$ cat src/rtl/clk_div_pkg.sv
// Shared types and helpers for the programmable clock divider.
// Ratios are carried as int unsigned so the helpers serve any WIDTH.
package clk_div_pkg;

  localparam int unsigned DIV_MIN = 2;

  typedef enum logic {
    IDLE = 1'b0,
    RUN  = 1'b1
  } state_t;

  function automatic int unsigned half_of(input int unsigned n);
    return n >> 1;
  endfunction

  function automatic logic is_odd(input int unsigned n);
    return n[0];
  endfunction

endpackage

$ cat src/rtl/clk_div_ratio_ctl.sv
// Ratio shadow register: captures legal loads, flags illegal ones, and
// drops the pending flag when the core consumes the shadow at a boundary.
module clk_div_ratio_ctl
  import clk_div_pkg::*;
#(
  parameter int unsigned WIDTH       = 8,
  parameter int unsigned DEFAULT_DIV = 7
) (
  input  logic             clk_in,
  input  logic             rst,
  input  logic [WIDTH-1:0] div,
  input  logic             div_load,
  input  logic             apply,
  output logic [WIDTH-1:0] shadow,
  output logic             pending,
  output logic             load_err
);

  logic legal;

  assign legal = 32'(div) >= DIV_MIN;

  // A legal load on the apply edge re-arms pending: the core takes the old
  // shadow at this boundary and the new value at the next one.
  always_ff @(posedge clk_in or negedge rst) begin
    if (!rst) begin
      shadow   <= WIDTH'(DEFAULT_DIV);
      pending  <= 1'b0;
      load_err <= 1'b0;
    end else begin
      load_err <= div_load & ~legal;
      if (div_load && legal) begin
        shadow  <= div;
        pending <= 1'b1;
      end else if (apply) begin
        pending <= 1'b0;
      end
    end
  end

endmodule

$ cat src/rtl/prog_clk_div.sv
// Runtime-programmable 50%-duty integer clock divider; ratio changes take
// effect only at a period boundary, and the enable parks the output low.
module prog_clk_div
  import clk_div_pkg::*;
#(
  parameter int unsigned WIDTH       = 8,
  parameter int unsigned DEFAULT_DIV = 7
) (
  input  logic             clk_in,
  input  logic             rst,
  input  logic             en,
  input  logic [WIDTH-1:0] div,
  input  logic             div_load,
  output logic             clk_out,
  output logic             period_start,
  output logic             ratio_ack,
  output logic             load_err
);

  if (64'(DEFAULT_DIV) < 64'(DIV_MIN) ||
      64'(DEFAULT_DIV) > ((64'(1) << WIDTH) - 64'(1))) begin : g_bad_default
    $error("prog_clk_div: DEFAULT_DIV outside 2..2^WIDTH-1");
  end

  state_t           state, state_n;
  logic [WIDTH-1:0] active, active_n;
  logic [WIDTH-1:0] cnt, cnt_n;
  logic             clkp, clkp_n;
  logic             clkn;
  logic             period_start_n, ratio_ack_n;
  logic             apply;
  logic [WIDTH-1:0] shadow;
  logic             pending;

  clk_div_ratio_ctl #(
    .WIDTH      (WIDTH),
    .DEFAULT_DIV(DEFAULT_DIV)
  ) u_ratio_ctl (
    .clk_in  (clk_in),
    .rst     (rst),
    .div     (div),
    .div_load(div_load),
    .apply   (apply),
    .shadow  (shadow),
    .pending (pending),
    .load_err(load_err)
  );

  always_comb begin
    state_n        = state;
    cnt_n          = cnt;
    active_n       = active;
    clkp_n         = clkp;
    apply          = 1'b0;
    period_start_n = 1'b0;
    ratio_ack_n    = 1'b0;
    case (state)
      IDLE: begin
        if (en) apply = 1'b1;
      end
      RUN: begin
        if (cnt == active - WIDTH'(1)) begin
          if (en) begin
            apply = 1'b1;
          end else begin
            state_n = IDLE;
            clkp_n  = 1'b0;
          end
        end else begin
          cnt_n  = cnt + WIDTH'(1);
          clkp_n = 32'(cnt_n) < half_of(32'(active));
        end
      end
      default: state_n = IDLE;
    endcase
    // Start of a new period: the whole period runs on the (possibly new) ratio.
    if (apply) begin
      state_n        = RUN;
      cnt_n          = '0;
      clkp_n         = 1'b1;
      period_start_n = 1'b1;
      ratio_ack_n    = pending;
      if (pending) active_n = shadow;
    end
  end

  always_ff @(posedge clk_in or negedge rst) begin
    if (!rst) begin
      state        <= IDLE;
      cnt          <= WIDTH'(DEFAULT_DIV - 1);
      active       <= WIDTH'(DEFAULT_DIV);
      clkp         <= 1'b0;
      period_start <= 1'b0;
      ratio_ack    <= 1'b0;
    end else begin
      state        <= state_n;
      cnt          <= cnt_n;
      active       <= active_n;
      clkp         <= clkp_n;
      period_start <= period_start_n;
      ratio_ack    <= ratio_ack_n;
    end
  end

  // Half-cycle stretch of the high phase for odd ratios.
  always_ff @(negedge clk_in or negedge rst) begin
    if (!rst) clkn <= 1'b0;
    else      clkn <= is_odd(32'(active)) ? clkp : 1'b0;
  end

  assign clk_out = clkp | clkn;

endmodule

$ cat config.mk
export PLATFORM = sky130hd
export DESIGN_NAME = prog_clk_div
export DESIGN_NICKNAME = d
export VERILOG_FILES = /design/src/rtl/clk_div_pkg.sv /design/src/rtl/clk_div_ratio_ctl.sv /design/src/rtl/prog_clk_div.sv
export SDC_FILE = /design/constraint.sdc
export NUM_CORES = 1
export LEC_CHECK = 0
export CAP_MARGIN = 10
export CORE_ASPECT_RATIO = 1.25
export CORE_UTILIZATION = 45
export CTS_BUF_LIST = sky130_fd_sc_hd__clkbuf_2
export CTS_CLUSTER_DIAMETER = 30
export DETAILED_ROUTE_END_ITERATION = 10
export SLEW_MARGIN = 0
export SYNTH_ARGS = -nofsm -noshare
export SYNTH_HDL_FRONTEND = slang
export SYNTH_SLANG_ARGS = --single-unit
$ cat constraint.sdc
create_clock -name clk_in -period 5.1 [get_ports clk_in]
set_input_delay 0.765 -clock clk_in [delete_from_list [all_inputs] [get_ports clk_in]]
set_output_delay 0.765 -clock clk_in [all_outputs]
set_load 0.005 [all_outputs]
==> impl_metrics.yaml <==
sta:
  tns_ns: 0
  setup_viol: 0
  setup_slack_ns: 0.398
  hold_viol_final: 0
  worst_slew_margin_rel_pct: 35.8
  worst_pin_slew_ns: 0.962
  slew_violations: 0
  rsz0062_at_grt: "no"
  fin_worst_skew_ns: 0.0454
routing:
  detail-route-antenna-nets: 0
  postRouteWirelength_mm: 4.33
  wl_met1_mm: 1.84
  drt-initial-drc-count: 37
  drc: 0
  avgRoutedWirePerCell_um: 15.3
  viasPerCell: 5.60
  wl_met2_mm: 2.23
  dr.pass1.iters: 4
  highest_layer: "met4"
  num_vias: 1580
  wl_met3_um: 158
clock_tree:
  cts_made_buffers: 5
  hold_buffers: 0
  cts_tree: "done"
  cts_sinks: 31
  root_buffer: "clkbuf_2"
  clockBufferDepth: 2
  path_clk_slew_ns: 0.16
  clkLatencyLatePin_ns: 0.37
  post_cts_buffers: 0
  cts_max_level: 2
  cts-resized-gates: 0
worst_setup_path:
  critPathLaunchType: "flip-flop"
  critPathTopFamily: "buffers and inverters"
  crit_type: "reg2out"
  crit_path_max_fanout: 1
  crit_required_ns: 4.34
  cp-end-kind: "output pin"
  critPathArrivalTime_ns: 3.94
  rrSetupSlack_ns: 1.80
  crit_chain: "or2_2 -> clkdlybuf4s50_1"
  cp_num_buf_inv: 1
  critPathSlowestCell: "clkdlybuf4s50_1"
  max_stage_delay_ns: 0.44
cells_and_area:
  drive_above_1_share_pct: 12.4
  top_regs: "active (8), cnt (8), u_ratio_ctl.shadow (8)"
  final_cell_mix: "42 x nand2_1, 22 x dfrtp_1, 19 x o211ai_1"
  nFillCells: 429
  area_growth_pct: 10.4
  final_common_cell: "nand2_1"
  diodes: 0
  layout.nets: 245
synth:
  syn-num-nets: 236
  ys_warn_count: 0
  synthCells: 216
  netlist_area_um2: 1990
  netlist.area_leader.share_pct: 27.7
  yosysSeqAreaShare_pct: 39.5
  ys_types: 45
  post-synth-top-area-cell: "dfrtp_1"
  ys_ff_latch: 31
  syn_avg_cell_area_um2: 9.21
  synth_area_leaders: "dfrtp_1 28%, dfstp_2 11%, nand2_1 7.9%"
status:
  status: "complete, no violations"
place:
  dp_hpwl_mm: 3.27
  routabilityCongestion: 0.859
  pre_cts_ws_ns: 0.761
  portBuffers: 15
global_route:
  grt_overflow: 0
  grt_start_max_net_pins: 31
  grt_pass1_wl_mm: 7.50
  grt_antenna_before_repair: 0
  grt_use_total_pct: 21.6
  grt_pass1_vias: 1610
power_and_ir_drop:
  p_per_area_nw_per_um2: 185
  share_comb_of_total_power_pct: 8.0
  p_int_uw: 299
  seqPwrFrac_pct: 63.0
  swShare_pct: 26.5
  clockPowerShare_pct: 29.0
  switching_power_uw: 108
  power.total_uw: 407
  leakage_nw: 0.982
  ir_drop_mv: 0.134
die:
  coreArea_um2: 4160
  die_height_um: 76.3
  die-area_um2: 4690
  rows: 26
  die_x_um: 61.5
  start_util_pct: 47.8
  io-pin-count: 16
hold_path:
  hp-class: "reg2reg"
flow_run:
  maxCapViolations: 0
[layout make-up]
| cell class | count | area [um^2] | area share [%] |
|---|---|---|---|
| clock buffers | 5 | 25.0 | 1.14 |
| multi-input cells | 160 | 1100 | 50.0 |
| repair buffers | 17 | 165 | 7.52 |
| flip-flops and latches | 31 | 786 | 35.8 |
| well taps | 56 | 70.1 | 3.19 |
| inverters | 10 | 37.5 | 1.71 |
| clock inverters | 3 | 15.0 | 0.684 |
[power groups by stage]
stage                     Sequential (mW)  Clock (mW)  Combinational [mW]
final                               0.256       0.118              0.0325
after detailed placement            0.261           0              0.0334
after global placement              0.261           0              0.0327
after global routing                0.258       0.135              0.0378
after floorplan                     0.260           0              0.0158
after CTS                           0.257       0.122              0.0335
[stage by stage]
step	utilization (%)	cells	hold WS (ns)	cell area [um^2]
3_3_place_gp	51.8	274	0.453	2160
3_5_place_dp	51.8	274	0.453	2160
4_1_cts	52.7	282	0.477	2200
5_1_grt	52.7	282	0.500	2200
6_report	52.7	282	0.471	2200
2_1_floorplan	-	216	0.439	1990
[tightest hold or removal path: cells and delay by family, from the launching register on]
family	cells	cell delay (ns)
flip-flops	1	0.40
AND/OR/NAND/NOR	2	0.10
[per-layer routing]
metal	track usage [%]	up-vias
li1	-	777
met5	0	-
met2	35.9	35
met4	9.56	0
met3	4.07	12
met1	26.3	756
[cells by family after synthesis]
logic type,count (synthesis),synth area share [%]
AND/OR/NAND/NOR,79,19.6
adder cells (fa/ha/maj),8,5.03
multiplexers,7,4.59
XOR/XNOR,14,6.16
buffers and inverters,25,5.35
flip-flops,31,39.5
AO/OA/AOI/OAI,52,19.8
[Yosys cell counts]
library cell,count
clkbuf_1,9
and2_1,3
o2111a_1,1
nand2b_1,1
inv_1,10
xnor2_1,10
a21o_1,10
and3_1,2
dfrtp_1,22
nor3_2,1
o31ai_1,2
o31a_1,1
nand2_1,42
ha_1,8
mux2_4,4
a211oi_1,2
nor4_1,2
and2_4,1
dfstp_2,8
buf_2,4
mux2i_1,2
dfrtn_1,1
or2b_1,1
nor3_1,3
o211ai_1,19
o221ai_1,1
nor3b_1,1
o2111ai_1,2
xor2_1,4
nor4_4,1
a41oi_1,1
o21ai_4,1
a21oi_1,5
nor2_1,6
a2bb2oi_1,1
nand3_1,4
buf_6,1
or2_2,3
a21boi_1,1
a31oi_1,3
nand4_1,1
o21bai_1,2
buf_1,1
mux2_2,1
nor2b_1,7
[path summary, 6_finish.rpt]
path / cells after the start / start / endpoint
max: 2 / clkn / clk_out
min in group asynchronous: 2 / rst / clkp
min reg2reg: 2 / u_ratio_ctl.shadow[1] / u_ratio_ctl.shadow[1]
max in group asynchronous: 1 / rst / clkn
min: 2 / u_ratio_ctl.shadow[1] / u_ratio_ctl.shadow[1]
max reg2reg: 1 / active[0] / clkn
Note: power is estimated with default switching activity, not from simulation.
